**src/rtl/cpu_pkg.sv**
```systemverilog
// Shared CPU encodings: branch condition modes, exception cause codes and PC sequencer states.
// Also provides the branch-condition decode used by the PC unit.
package cpu_pkg;

  // Branch condition modes carried on cond_mode
  localparam logic [1:0] COND_EQ  = 2'b00;  // zero
  localparam logic [1:0] COND_NE  = 2'b01;  // !zero
  localparam logic [1:0] COND_LEZ = 2'b10;  // neg | zero
  localparam logic [1:0] COND_GTZ = 2'b11;  // !neg & !zero

  // Exception cause codes; 2'b11 is reserved
  localparam logic [1:0] CAUSE_OPC   = 2'b00;
  localparam logic [1:0] CAUSE_OVF   = 2'b01;
  localparam logic [1:0] CAUSE_ALIGN = 2'b10;

  // PC sequencer states
  localparam logic [0:0] ST_RUN = 1'b0;
  localparam logic [0:0] ST_EXC = 1'b1;

  // Historic handler entry; accepted as an exception vector despite its low bits
  localparam logic [31:0] LEGACY_EXC_VECTOR = 32'h0000_00FF;

  typedef logic [1:0] cause_t;
  typedef logic [1:0] cond_mode_t;

  function automatic logic cond_eval(input cond_mode_t mode, input logic zero, input logic neg);
    logic ok;
    ok = 1'b0;
    case (mode)
      COND_EQ:  ok = zero;
      COND_NE:  ok = ~zero;
      COND_LEZ: ok = neg | zero;
      COND_GTZ: ok = ~neg & ~zero;
      default:  ok = 1'b0;
    endcase
    return ok;
  endfunction

endpackage

```
**src/rtl/mux_n_to_1.sv**
```systemverilog
// Parametrised N-way mux over a flattened source bus.
// Out-of-range selects fall through to the last source.
module mux_n_to_1 #(
  parameter int unsigned WIDTH = 32,
  parameter int unsigned NSRC  = 6,
  parameter int unsigned SEL_W = $clog2(NSRC)
) (
  input  logic [NSRC*WIDTH-1:0] src_flat,
  input  logic [SEL_W-1:0]      sel,
  output logic [WIDTH-1:0]      dout
);

  if (NSRC < 2) begin : g_bad_nsrc
    $error("mux_n_to_1: NSRC must be at least 2");
  end

  always_comb begin
    dout = src_flat[(NSRC-1)*WIDTH +: WIDTH];
    for (int unsigned i = 0; i < NSRC; i++) begin
      if (sel == SEL_W'(i)) begin
        dout = src_flat[i*WIDTH +: WIDTH];
      end
    end
  end

endmodule

```
**src/rtl/pc_unit.sv**
```systemverilog
// Program counter unit: next-PC source mux, PC register, branch write enable,
// misalignment detection and a two-state exception sequencer (EPC/cause, vector redirect).
module pc_unit
  import cpu_pkg::*;
#(
  parameter int unsigned     WIDTH      = 32,
  parameter int unsigned     NSRC       = 6,
  parameter int unsigned     SEL_W      = $clog2(NSRC),
  parameter logic [WIDTH-1:0] RESET_PC   = 32'h0000_0000,
  parameter logic [WIDTH-1:0] EXC_VECTOR = 32'h0000_00FF
) (
  input  logic                  clk,
  input  logic                  reset,
  input  logic [NSRC*WIDTH-1:0] src_flat,
  input  logic [SEL_W-1:0]      sel,
  input  logic                  pc_write,
  input  logic                  pc_write_cond,
  input  logic [1:0]            cond_mode,
  input  logic                  zero,
  input  logic                  neg,
  input  logic                  exc_req,
  input  logic [1:0]            exc_cause,
  output logic [WIDTH-1:0]      next_pc,
  output logic [WIDTH-1:0]      pc,
  output logic [WIDTH-1:0]      epc,
  output logic [1:0]            cause,
  output logic                  busy
);

  if (WIDTH < 2) begin : g_bad_width
    $error("pc_unit: WIDTH must be at least 2");
  end
  if (RESET_PC[1:0] != 2'b00) begin : g_bad_reset_pc
    $error("pc_unit: RESET_PC must be word-aligned");
  end
  // The legacy 0xFF handler entry is loaded directly by the sequencer and is tolerated
  if ((EXC_VECTOR[1:0] != 2'b00) && (EXC_VECTOR != WIDTH'(LEGACY_EXC_VECTOR)))
  begin : g_bad_exc_vector
    $error("pc_unit: EXC_VECTOR must be word-aligned");
  end

  logic [0:0]       state_q, state_d;
  logic [WIDTH-1:0] pc_q, pc_d;
  logic [WIDTH-1:0] epc_q, epc_d;
  cause_t           cause_q, cause_d;

  logic cond_ok;
  logic we;
  logic misaligned;

  mux_n_to_1 #(
    .WIDTH (WIDTH),
    .NSRC  (NSRC),
    .SEL_W (SEL_W)
  ) u_src_mux (
    .src_flat (src_flat),
    .sel      (sel),
    .dout     (next_pc)
  );

  assign cond_ok    = cond_eval(cond_mode, zero, neg);
  assign we         = pc_write | (pc_write_cond & cond_ok);
  assign misaligned = we & (next_pc[1:0] != 2'b00);

  always_comb begin
    state_d = state_q;
    pc_d    = pc_q;
    epc_d   = epc_q;
    cause_d = cause_q;
    case (state_q)
      ST_RUN: begin
        // Exception entry freezes pc; the pending write is suppressed, not deferred
        if (exc_req) begin
          epc_d   = pc_q;
          cause_d = exc_cause;
          state_d = ST_EXC;
        end else if (misaligned) begin
          epc_d   = pc_q;
          cause_d = CAUSE_ALIGN;
          state_d = ST_EXC;
        end else if (we) begin
          pc_d = next_pc;
        end
      end
      ST_EXC: begin
        // Requests arriving here are dropped
        pc_d    = EXC_VECTOR;
        state_d = ST_RUN;
      end
      default: state_d = ST_RUN;
    endcase
  end

  always_ff @(posedge clk or posedge reset) begin
    if (reset) begin
      state_q <= ST_RUN;
      pc_q    <= RESET_PC;
      epc_q   <= '0;
      cause_q <= '0;
    end else begin
      state_q <= state_d;
      pc_q    <= pc_d;
      epc_q   <= epc_d;
      cause_q <= cause_d;
    end
  end

  assign pc    = pc_q;
  assign epc   = epc_q;
  assign cause = cause_q;
  assign busy  = (state_q == ST_EXC);

endmodule

```
**config.mk**
```make
export PLATFORM = sky130hd
export DESIGN_NAME = pc_unit
export DESIGN_NICKNAME = d
export VERILOG_FILES = /design/src/rtl/cpu_pkg.sv /design/src/rtl/mux_n_to_1.sv /design/src/rtl/pc_unit.sv
export SDC_FILE = /design/constraint.sdc
export NUM_CORES = 1
export LEC_CHECK = 0
export BUFFER_PORTS_ARGS = -buffer_cell sky130_fd_sc_hd__buf_2
export CELL_PAD_IN_SITES_DETAIL_PLACEMENT = 1
export CELL_PAD_IN_SITES_GLOBAL_PLACEMENT = 2
export CORE_UTILIZATION = 25
export CTS_BUF_LIST = sky130_fd_sc_hd__clkbuf_4 sky130_fd_sc_hd__clkbuf_8
export CTS_CLUSTER_DIAMETER = 50
export DETAILED_ROUTE_END_ITERATION = 10
export MAX_ROUTING_LAYER = met4
export PLACE_DENSITY = 0.9
export SKIP_LAST_GASP = 1
export SYNTH_ARGS = -nofsm -noshare
export SYNTH_HDL_FRONTEND = slang
export SYNTH_SLANG_ARGS = --single-unit
export TNS_END_PERCENT = 100
```
**constraint.sdc**
```tcl
create_clock -name clk -period 3.28 [get_ports clk]
set_input_delay 0.164 -clock clk [delete_from_list [all_inputs] [get_ports clk]]
set_output_delay 0.164 -clock clk [all_outputs]
set_load 0.1 [all_outputs]
```
==> Word-level counts from Yosys, hierarchy flattened <==
Index checks and enable logic that the tools add are counted.
{ "word_totals": {"regBits": 67, "latchBits": 0, "ramBits": 0, "rom_bits": 0, "in_bits": 206, "out_inout_bits": 99, "elab_cells": 47, "mem_count": 0} }
{ "classes": {"add_sub_neg": 0, "n_mul": 0, "n_div": 0, "n_lt_le_gt_ge": 0, "eq_ne": 11, "shift": 0, "mux": 18, "n_bitwise": 8, "n_reduce_logical": 6} }
{ "ops": {"columns": ["operator", "count"], "rows": [
  ["$mux W32", 11],
  ["$pmux W32 S2", 1],
  ["$eq A3 B2 Y1 const B", 2],
  ["$eq A3 B3 Y1 const B", 2],
  ["$ne A2 B2 Y1 const B", 3],
  ["$eq A2 B2 Y1 const B", 2],
  ["$mux W2", 2],
  ["$pmux W1 S4", 1],
  ["$reduce_bool A2 Y1", 2],
  ["$and A1 B1 Y1", 3],
  ["$eq A3 B1 Y1 const B", 1],
  ["$logic_not A3 Y1", 1],
  ["$not A1 Y1", 3],
  ["$reduce_and A3 Y1", 1],
  ["$eq A2 B1 Y1 const B", 1],
  ["$logic_not A2 Y1", 1],
  ["$mux W1", 2],
  ["$or A1 B1 Y1", 2],
  ["$pmux W1 S2", 1],
  ["$reduce_and A2 Y1", 1]
]} }

==> Logic depth before layout (Yosys ltp) <==
Gate-level depths: netlist of the first run.
{ "logic_depth": {"word_depth": 12, "depth_mapped": 8} }

==> By module <==
Synthesis of the first run repeated with hierarchy kept, for this count alone.
{ "unflattened": {"cells_unflattened": 450, "area_unflattened_um2": 5408.9} }
{ "by_module_without_submodules": {"columns": ["module", "n_inst", "cells_per_inst", "area_per_inst_um2", "seq_area_each_um2"], "rows": [
  ["pc_unit", 1, 227, 2937.8, 1676.6],
  ["mux_n_to_1", 1, 223, 2471.1, 0.0]
]} }

==> Worst setup path before layout of the first run <==
No wires, ideal clock.
{ "synth_timing": {"path_type": "input-to-reg", "from": "in sel[2]", "to": "reg pc_q[11], in the netlist pc[11]", "setup_time_ns": 0.080, "arrival_ns": 3.682, "required_time_ns": 3.200, "setup_slack_ns": -0.482, "path_stages": 7, "cell_sequence": "buf_2 buf_2 clkbuf_1 clkbuf_1 a221oi_1 o21ai_0 a22o_1"} }
{ "synth_via": {"elab_chain_len": 11, "word_cells_on_any_way": 20, "classes_between": "eq/ne: 6; mux: 10; bitwise: 1; reduce/logical: 3"} }
{ "synth_rtl": {"columns": ["element", "line", "rtl"], "rows": [
  ["start, declared", "pc_unit.sv:15", "input logic [SEL_W-1:0] sel,"],
  ["$logic_not A3 Y1", "mux_n_to_1.sv:20", "if (sel == SEL_W'(i)) begin"],
  ["$mux W32 (5 in series)", "mux_n_to_1.sv:20", null],
  ["$mux W32 (*)", "mux_n_to_1.sv:20", null],
  ["named net next_pc[11]", "pc_unit.sv:23", "output logic [WIDTH-1:0] next_pc,"],
  ["$mux W32 (*)", "pc_unit.sv:81", "end else if (we) begin"],
  ["$mux W32 (*)", "pc_unit.sv:77", "end else if (misaligned) begin"],
  ["$mux W32 (*)", "pc_unit.sv:73", "if (exc_req) begin"],
  ["$pmux W32 S2 (*)", "pc_unit.sv:70", "case (state_q)"],
  ["end signal, assigned", "pc_unit.sv:102", "pc_q <= pc_d;"],
  ["end, declared", "pc_unit.sv:43", "logic [WIDTH-1:0] pc_q, pc_d;"]
]} }
Mark *: on every way through the listed nets, which the timed path passes. The rest lies on a longest branch. The select of a mux whose other input is x is not followed.
A chain may end at the register's enable or synchronous reset.

==> Worst setup path in the final report of the first run <==
{ "layout_timing": {"from": "in sel[0]", "to": "out next_pc[25]"} }
{ "layout_via": {"elab_chain_len": 7, "word_cells_on_any_way": 12, "classes_between": "eq/ne: 5; mux: 6; reduce/logical: 1"} }
{ "layout_rtl": {"columns": ["element", "line"], "rows": [
  ["$logic_not A3 Y1", "mux_n_to_1.sv:20"],
  ["$mux W32 (5 in series)", "mux_n_to_1.sv:20"],
  ["$mux W32 (*)", "mux_n_to_1.sv:20"],
  ["end, declared", "pc_unit.sv:23"]
]} }
Mark *: on every way between the ends. The rest lies on a longest branch, timed or not.

==> results.yml, run 1 <==
synth:
  synth_cells: 442
  synthFlopType: "dfrtp_1"
  synth-async-reset-ratio_pct: 100
  avgSynthCellArea_um2: 10.1
  syn_area_mm2: 0.00445
  ys_seq_elements: 67
  syn-num-nets: 648
  synth.distinct_cells: 41
  synth_edf_count: 0
  ys_seq_area_share_pct: 37.7
  yosys_warnings: 0
clock_tree:
  cts-hold-fix-buffers: 0
  clockBufferDepth: 2
  cts_tree: "yes"
  clk_pin_slew_ns: 0.07
  htree_levels: 3
  root_buffer: "clkbuf_8"
  clock-sinks: 67
  post_cts_buffers: 0
  clk_latency_ns: 0.35
  cts_resized: 0
  cts_inserted_buffers: 9
layout:
  seq_area_mm2: 0.00168
  final_cell_mix: "294 x buf_2, 67 x dfrtp_1, 33 x inv_1"
  postLayoutCellArea_mm2: 0.00654
  fillers: 2100
  drive_above_1_share_pct: 52.4
  final_nets: 938
  final_common_cell: "buf_2"
  fin_cells: 964
  syn_to_final_growth_pct: 47.0
  multi_input_area_mm2: 0.00246
sta:
  finalHoldWorstSlack_ns: -0.0267
  finalCriticalPeriod_ns: 2.58
  finalMaxSlewViolations: 0
  grt_setup_unrepaired: "no"
  hold_viol: 16
  setup_viol: 0
  setup_tns_ns: 0
  min_period_over_period_pct: 78.6
  tightest_slew_ns: 0.974
  worst_clock_skew_ns: 0.00481
  max_slew_margin_pct: 34.9
  max_freq_ghz: 0.388
critical_path:
  cpMostUsedCell: "buf_4"
  critPathMaxFanout: 51
  critical_path_class: "in -> out"
  crit_slowest_cell: "nor2_4"
  crit_family: "buffers and inverters"
  path_buf_inv: 4
  cp-start-kind: "primary input"
  crit_chain: "buf_4, inv_1, nor2_4, buf_4, a22oi_1, buf_2"
  critPathMaxStageDelay_ns: 0.56
  cp-end-kind: "primary output"
  crit_required_ns: 3.12
  arrival_ns: 2.41
floorplan:
  core-area_mm2: 0.0174
  dieWidth_um: 135
  rows: 48
  die_height_um: 135
  dieArea_mm2: 0.0183
  start_util_pct: 25.6
  pin_count: 305
routing:
  vias: 4857
  dr.first_iter.drc_count: 175
  post-route-drc-count: 0
  drt_pre_antenna_iters: 6
  antenna_left: 0
  wl_um: 18500
  routedWlPerCell_um: 19.2
  avgViaCountPerCell: 5.04
global_routing:
  grt_overflow: 0
  grt_pass1_wl_um: 28000
  grt_max_degree: 52
  track_usage_pct: 20.7
  antenna_found_initial: 2
  grt_pass1_vias: 5075
power:
  fin_total_pwr_uw: 3900
  p_leak_uw: 0.00346
  peakVddDrop_mv: 0.235
  powerDensity_mw_per_mm2: 596
place:
  gp_congestion: 0.836
  dp_hpwl_um: 14800
  place_area_mm2: 0.00635
  dp.cells: 946
  io_buffers: 304
outcome:
  status: "finished, violations left"
  violations: "hold timing"
min_path:
  hold_class: "in -> async"
run:
  cap_violations: 0
[per-stage QoR]
step | setup WS, ns | util, %
6_report | 0.703 | 37.7
5_1_grt | 0.543 | 37.7
4_1_cts | 0.671 | 37.6
3_5_place_dp | 0.477 | 36.6
3_3_place_gp | 0.508 | 36.6
2_1_floorplan | 0.134 | -
[final timing paths]
kind | cells past startpoint | start | slack [ns] | end
worst max-delay path | 6 | sel[0] | 0.70 | next_pc[25]
worst min-delay path | 2 | reset | -0.03 | epc[20]
worst max register to register | 5 | busy | 1.16 | epc[22]
worst min register to register | 1 | epc[24] | 0.48 | epc[24]
max in group asynchronous | 4 | reset | 2.30 | pc[2]
min in group clk | 2 | exc_cause[1] | 0.07 | cause[1]
[synthesized netlist by cell type (2+ instances only)]
library cell / number / area share [%]
buf_6: 4 / 1.0
nand2b_1: 6 / 0.84
mux2i_1: 28 / 6.3
nor2_1: 15 / 1.3
mux2_2: 32 / 8.1
a21oi_1: 5 / 0.56
nand3_1: 2 / 0.23
a221oi_1: 5 / 0.98
o21ai_0: 24 / 2.7
dfrtp_1: 67 / 38
mux2_1: 3 / 0.76
a22o_1: 30 / 5.9
clkbuf_1: 23 / 1.9
nor3_1: 3 / 0.34
buf_4: 2 / 0.34
buf_2: 15 / 1.7
mux2_4: 5 / 1.7
a2bb2oi_1: 13 / 2.6
o21a_1: 20 / 3.4
a211oi_1: 23 / 3.9
nand2_1: 10 / 0.84
nor2b_1: 3 / 0.42
a21o_1: 8 / 1.4
nor4bb_1: 2 / 0.45
o221ai_1: 6 / 1.2
a221o_1: 21 / 4.7
a22oi_1: 20 / 3.4
inv_1: 34 / 2.9
[cells by family after synthesis]
family | after synthesis | share of synthesized area [%]
AO/OA/AOI/OAI | 185 | 32.8
buffers and inverters | 78 | 7.85
flip-flops | 67 | 37.7
multiplexers | 68 | 16.9
AND/OR/NAND/NOR | 44 | 4.81
[power breakdown]
group	switching (uW)	internal, uW
Combinational	1730	497
Clock	305	321
Sequential	91.1	950
Total	2130	1770
[routing by layer]
metal / share of wire [%] / vias up / global-route usage (%)
li1: - / 2270 / -
met1: 42 / 2376 / 25.1
met2: 50 / 185 / 35.1
met3: 6.1 / 26 / 3.14
met4: 2.0 / 0 / 6.99
met5: 0 / - / -
[sequential cells by signal, indices dropped and copies added, names as in the netlist]
name and flops:
cause 2, busy 1, pc 32, epc 32
[layout make-up]
| type | count | share of cell area [%] |
|---|---|---|
| well taps | 225 | 4.31 |
| clock inverters | 4 | 0.383 |
| diodes | 2 | 0.0765 |
| flip-flops and latches | 67 | 25.6 |
| inverters | 34 | 1.95 |
| multi-input cells | 297 | 37.7 |
| repair buffers | 323 | 27.6 |
| clock buffers | 12 | 2.43 |
Note: power is estimated with default switching activity, not from simulation.
==> run 2, diff against run 1 <==
--- a/config.mk
+++ b/config.mk
@@ -5,15 +5,16 @@
 export SDC_FILE = /design/constraint.sdc
 export NUM_CORES = 1
 export LEC_CHECK = 0
+export ABC_AREA = 1
 export BUFFER_PORTS_ARGS = -buffer_cell sky130_fd_sc_hd__buf_2
 export CELL_PAD_IN_SITES_DETAIL_PLACEMENT = 1
 export CELL_PAD_IN_SITES_GLOBAL_PLACEMENT = 2
-export CORE_UTILIZATION = 25
+export CORE_UTILIZATION = 19
 export CTS_BUF_LIST = sky130_fd_sc_hd__clkbuf_4 sky130_fd_sc_hd__clkbuf_8
 export CTS_CLUSTER_DIAMETER = 50
 export DETAILED_ROUTE_END_ITERATION = 10
 export MAX_ROUTING_LAYER = met4
-export PLACE_DENSITY = 0.9
+export PLACE_DENSITY = 0.82
 export SKIP_LAST_GASP = 1
 export SYNTH_ARGS = -nofsm -noshare
 export SYNTH_HDL_FRONTEND = slang
==> constraint.sdc (replaced) <==
create_clock -name clk -period 2.1 [get_ports clk]
set_input_delay 0.105 -clock clk [delete_from_list [all_inputs] [get_ports clk]]
set_output_delay 0.105 -clock clk [all_outputs]
set_load 0.1 [all_outputs]
==> run 2 against run 1 <==
  * The run now ends clean
  * Synthesized cell count rose by 76%
  * Via count rose by 27%
  * Synthesized area rose by 7.9%
  * Clock power rose by 77%
  * Largest power group unchanged
==> results.yml, run 2 <==
critical_path:
  crit_chain: "buf_2, nor2_2, nand2_1, buf_12, buf_4, nand2_1, nand3_1, o211ai_1, nand3_1, nand2_1, nand2_1, buf_12"
  cp-start-kind: "primary input"
  arrival_ns: 1.75
  cp-end-kind: "primary output"
  critPathMaxFanout: 30
  cpMostUsedCell: "nand2_1"
  crit_slowest_cell: "nor2_2"
  critical_path_class: "in -> out"
  crit_required_ns: 2.00
  critPathMaxStageDelay_ns: 0.19
place:
  dp_hpwl_um: 18500
  pre_cts_ws_ns: 0.183
  gp_congestion: 0.826
  place_area_mm2: 0.00726
  io_buffers: 304
clock_tree:
  clockBufferDepth: 2
  clock-sinks: 67
  cts-hold-fix-buffers: 2
  clk_latency_ns: 0.34
  post_cts_buffers: 0
  cts_resized: 0
  clk_pin_slew_ns: 0.07
  root_buffer: "clkbuf_8"
  htree_levels: 3
  cts_tree: "yes"
  cts_inserted_buffers: 9
floorplan:
  dieArea_mm2: 0.0259
  core-area_mm2: 0.0245
  dieWidth_um: 161
  start_util_pct: 19.6
  pin_count: 305
  rows: 57
  die_height_um: 161
routing:
  antenna_left: 0
  wl_um: 22600
  routedWlPerCell_um: 16.2
  dr.first_iter.drc_count: 297
  post-route-drc-count: 0
  vias: 6189
  drt_pre_antenna_iters: 4
  avgViaCountPerCell: 4.43
sta:
  hold_viol: 0
  max_slew_margin_pct: 58.7
  max_freq_ghz: 0.540
  worst_clock_skew_ns: 0.00849
  setup_viol: 0
  finalCriticalPeriod_ns: 1.85
  setup_slack_ns: 0.249
  min_period_over_period_pct: 88.1
  tightest_slew_ns: 0.619
  setup_tns_ns: 0
  finalMaxSlewViolations: 0
  grt_setup_unrepaired: "no"
synth:
  synth-async-reset-ratio_pct: 100
  yosys_warnings: 0
  synth.distinct_cells: 20
  avgSynthCellArea_um2: 6.18
  synth_most_common_cell: "nand2_1"
  synthFlopType: "dfrtp_1"
  syn_area_mm2: 0.00480
  syn-num-nets: 982
  synth_commonest_cells: "320 x nand2_1, 155 x nand3_1, 67 x dfrtp_1, 52 x nor2_1, 43 x inv_1"
  synth.area.top_cells: "dfrtp_1 35%, nand2_1 25%, nand3_1 16%, o211ai_1 4.2%, nor2_1 4.1%"
  ys_seq_elements: 67
  ys_seq_area_share_pct: 35.0
  synth_top_area_cell: "dfrtp_1"
  synth_cells: 776
  netlist.area_leader.share_pct: 35.0
  synth_edf_count: 0
layout:
  final_nets: 1276
  postLayoutCellArea_mm2: 0.00748
  final_common_cell: "nand2_1"
  antenna_cells: 0
  drive_above_1_share_pct: 35.8
  final_cell_mix: "320 x nand2_1, 272 x buf_2, 155 x nand3_1"
  syn_to_final_growth_pct: 56.0
global_routing:
  grt_overflow: 0
  track_usage_pct: 18.1
  grt_pass1_vias: 6524
  grt_pass1_wl_um: 35700
  grt_max_degree: 42
  antenna_found_initial: 0
outcome:
  status: "completed"
power:
  p_leak_uw: 0.00429
  peakVddDrop_mv: 1.15
  powerDensity_mw_per_mm2: 1430
run:
  cap_violations: 0
min_path:
  hold_class: "in -> reg"
[run 2: cell types whose count changed after synthesis, moves of 28 or more]
cell     change
nand3_1    +153
nand2_1    +310
mux2_2      -32
mux2i_1     -28
a22o_1      -30
nor2_1      +37
[run 2: critical path: cells and delay by family]
| kind | cells | cell delay (ns) |
|---|---|---|
| AND/OR/NAND/NOR | 7 | 0.86 |
| buffers and inverters | 4 | 0.67 |
| AO/OA/AOI/OAI | 1 | 0.10 |
[run 2: kinds of logic (layout without fill, tap and decap cells)]
group           Yosys count  count (layout)  synth area share, %
simple gates            555             555                 49.2
flops                    67              67                 35.0
buf+inv                 103             401                 9.05
compound gates           51              51                 6.78
[run 2: final timing paths]
kind / from / to / slack (ns) / cells after the start
worst max-delay path: sel[1] / next_pc[18] / 0.25 / 12
worst min-delay path: exc_cause[1] / cause[1] / 0.05 / 5
worst max register to register: busy / epc[28] / 0.61 / 6
worst min register to register: epc[7] / epc[7] / 0.50 / 2
max in group asynchronous: reset / epc[1] / 1.06 / 4
min in group asynchronous: reset / cause[1] / 0.39 / 3
[run 2: cell type report]
cell class	instances	area, um2
clock inverters	2	35.0
repair buffers	337	2330
multi-input cells	606	2690
fillers	3163	17100
clock buffers	13	166
flip-flops and latches	67	1680
inverters	49	184
well taps	324	405
[run 2: through the flow]
stage                     total power, uW  hold WS (ns)  std cells  util [%]
after global routing                11200        0.0971       1398      30.5
after detailed placement             9670         0.214       1381      29.6
after floorplan                      7860         0.250        776         -
after CTS                           10800        0.0298       1398      30.5
final                               10700        0.0499       1398      30.5
after global placement               9620         0.213       1381      29.6
[run 2: routing by layer]
layer / up-vias / part of all wire [%] / global-route usage (%)
met1: 2909 / 47 / 23.8
met4: 0 / 1.8 / 4.50
li1: 3072 / - / -
met2: 183 / 48 / 29.4
met3: 25 / 3.9 / 2.12
met5: - / 0 / -
[run 2: report_power, final]
part / internal [uW] / total [uW] / switching (uW)
logic: 1340 / 7340 / 6010
clock network: 632 / 1110 / 473
registers: 1820 / 2230 / 409
==> run 3, diff against run 2 <==
--- a/config.mk
+++ b/config.mk
@@ -5,16 +5,16 @@
 export SDC_FILE = /design/constraint.sdc
 export NUM_CORES = 1
 export LEC_CHECK = 0
-export ABC_AREA = 1
 export BUFFER_PORTS_ARGS = -buffer_cell sky130_fd_sc_hd__buf_2
 export CELL_PAD_IN_SITES_DETAIL_PLACEMENT = 1
 export CELL_PAD_IN_SITES_GLOBAL_PLACEMENT = 2
-export CORE_UTILIZATION = 19
+export CORE_UTILIZATION = 21
 export CTS_BUF_LIST = sky130_fd_sc_hd__clkbuf_4 sky130_fd_sc_hd__clkbuf_8
 export CTS_CLUSTER_DIAMETER = 50
 export DETAILED_ROUTE_END_ITERATION = 10
+export GPL_ROUTABILITY_DRIVEN = 0
 export MAX_ROUTING_LAYER = met4
-export PLACE_DENSITY = 0.82
+export PLACE_DENSITY = 0.81
 export SKIP_LAST_GASP = 1
 export SYNTH_ARGS = -nofsm -noshare
 export SYNTH_HDL_FRONTEND = slang
==> run 3 against run 2 <==
  * First-iteration DRC count is 55% lower
  * Clock power is 9.9% lower
  * Combinational power is 48% lower
  * Register-to-register slack hardly changed
  * Worst hold slack better by 0.052 ns
  * Global-route usage is 0.087 points higher
  * Via count is 20% lower
  * Count of clock-buffer cells in the layout stayed put
  * Setup slack worse by 0.11 ns
  * Critical endpoint is now next_pc[30]
  * Flip-flop and latch count stayed put
==> results.yml, run 3 (synthesis gave the netlist of run 1 again) <==
outcome:
  status: "completed"
power:
  p_leak_uw: 0.00370
  peakVddDrop_mv: 0.285
  powerDensity_mw_per_mm2: 886
clock_tree:
  clk_pin_slew_ns: 0.07
  cts_resized: 0
  cts_inserted_buffers: 9
  cts_tree: "yes"
  root_buffer: "clkbuf_8"
  clk_latency_ns: 0.34
  post_cts_buffers: 0
  clock-sinks: 67
  htree_levels: 3
  clockBufferDepth: 2
sta:
  max_slew_margin_pct: 54.5
  tightest_slew_ns: 0.681
  hold_viol: 0
  grt_setup_unrepaired: "no"
  max_freq_ghz: 0.509
  min_period_over_period_pct: 93.6
  worst_clock_skew_ns: 0.00717
  finalMaxSlewViolations: 0
  finalCriticalPeriod_ns: 1.96
  setup_viol: 0
layout:
  drive_above_1_share_pct: 55.8
  final_nets: 948
  final_util_pct: 35.5
  postLayoutCellArea_mm2: 0.00729
  fin_cells: 1016
  multi_input_area_mm2: 0.00261
  syn_to_final_growth_pct: 63.8
  antenna_cells: 0
  seq_area_mm2: 0.00168
  fillers: 2432
  final_common_cell: "buf_2"
  final_cell_mix: "271 x buf_2, 67 x dfrtp_1, 42 x buf_12"
routing:
  antenna_left: 0
  drt_pre_antenna_iters: 4
  dr.first_iter.drc_count: 135
  vias: 4958
  avgViaCountPerCell: 4.88
  met1_length_um: 8720
  top_layer_used: "met4"
  wl_met2_um: 9420
  wl_um: 19400
  wl_met3_um: 902
  post-route-drc-count: 0
  routedWlPerCell_um: 19.1
critical_path:
  critPathMaxFanout: 47
  cp-end-kind: "primary output"
  arrival_ns: 1.86
  critical_path_class: "in -> out"
  cp-start-kind: "primary input"
  crit_required_ns: 2.00
global_routing:
  grt_pass1_vias: 5172
  grt_overflow: 0
  grt_max_degree: 66
  antenna_found_initial: 0
  track_usage_pct: 18.2
  grt_pass1_wl_um: 29600
place:
  dp.cells: 998
  dp_hpwl_um: 15500
  io_buffers: 304
  place_area_mm2: 0.00707
run:
  cap_violations: 0
floorplan:
  die_height_um: 148
  core-area_mm2: 0.0205
  start_util_pct: 21.7
  rows: 52
  dieWidth_um: 148
  pin_count: 305
  dieArea_mm2: 0.0218
min_path:
  hold_class: "in -> reg"
run 3: cell count changes in the layout (fill, tap and decap cells not counted), sizes merged, moves of 24 or more:
cell    delta
mux2      +40
mux2i     +28
nor2      -40
a211oi    +24
a22o      +30
o21ai     +24
nand3    -154
o211ai    -27
nand2    -314
run 3: area by class of cell:
class	count	share of cell area, %
clock buffers	13	2.37
clock inverters	2	0.137
inverters	34	1.75
multi-input cells	297	35.8
flip-flops and latches	67	23.0
well taps	270	4.64
repair buffers	333	32.3
run 3: routing by layer:
layer	up-vias	global-route usage [%]
li1	2296	-
met1	2446	23.5
met2	194	29.7
met3	22	1.51
met4	0	6.70
met5	-	-
run 3: where the power goes:
part           leakage (uW)  total (uW)  internal (uW)  switching, uW
registers          0.000842        1620           1480            131
logic               0.00275        3840           1040           2800
clock network     0.0000987        1000            529            472
total               0.00370        6460           3050           3400
run 3: through the flow:
step	TNS, ns	hold WS (ns)	power [uW]	setup slack, ns
after detailed placement	0	0.246	5500	0.100
after CTS	0	0.0748	6520	0.126
after floorplan	-1.43	0.243	4400	-0.124
after global routing	0	0.0836	6700	0.0505
final	0	0.102	6460	0.135
after global placement	0	0.238	5460	0.115
run 3: final timing paths:
check	to	from	slack [ns]	cells after the start
worst max-delay path	next_pc[30]	sel[2]	0.14	7
max in group asynchronous	pc[11]	reset	1.04	4
min in group asynchronous	epc[19]	reset	0.41	3
worst min register to register	epc[6]	epc[6]	0.51	1
worst max register to register	epc[10]	busy	0.62	5
worst min-delay path	cause[0]	exc_req	0.10	3
run 3: what timing repair did:
| item | in CTS | in global routing |
|---|---|---|
| setup endpoints to repair | 0 | 0 |
| hold endpoints to repair | 32 | 0 |
| hold buffers | 3 | 0 |
run 3: critical path, cell delays in order:
cell and delay (ns):
buf_2 0.25, buf_12 0.26, mux2_2 0.36, a221oi_1 0.29, a221oi_1 0.14, a2bb2oi_4 0.24, buf_12 0.19
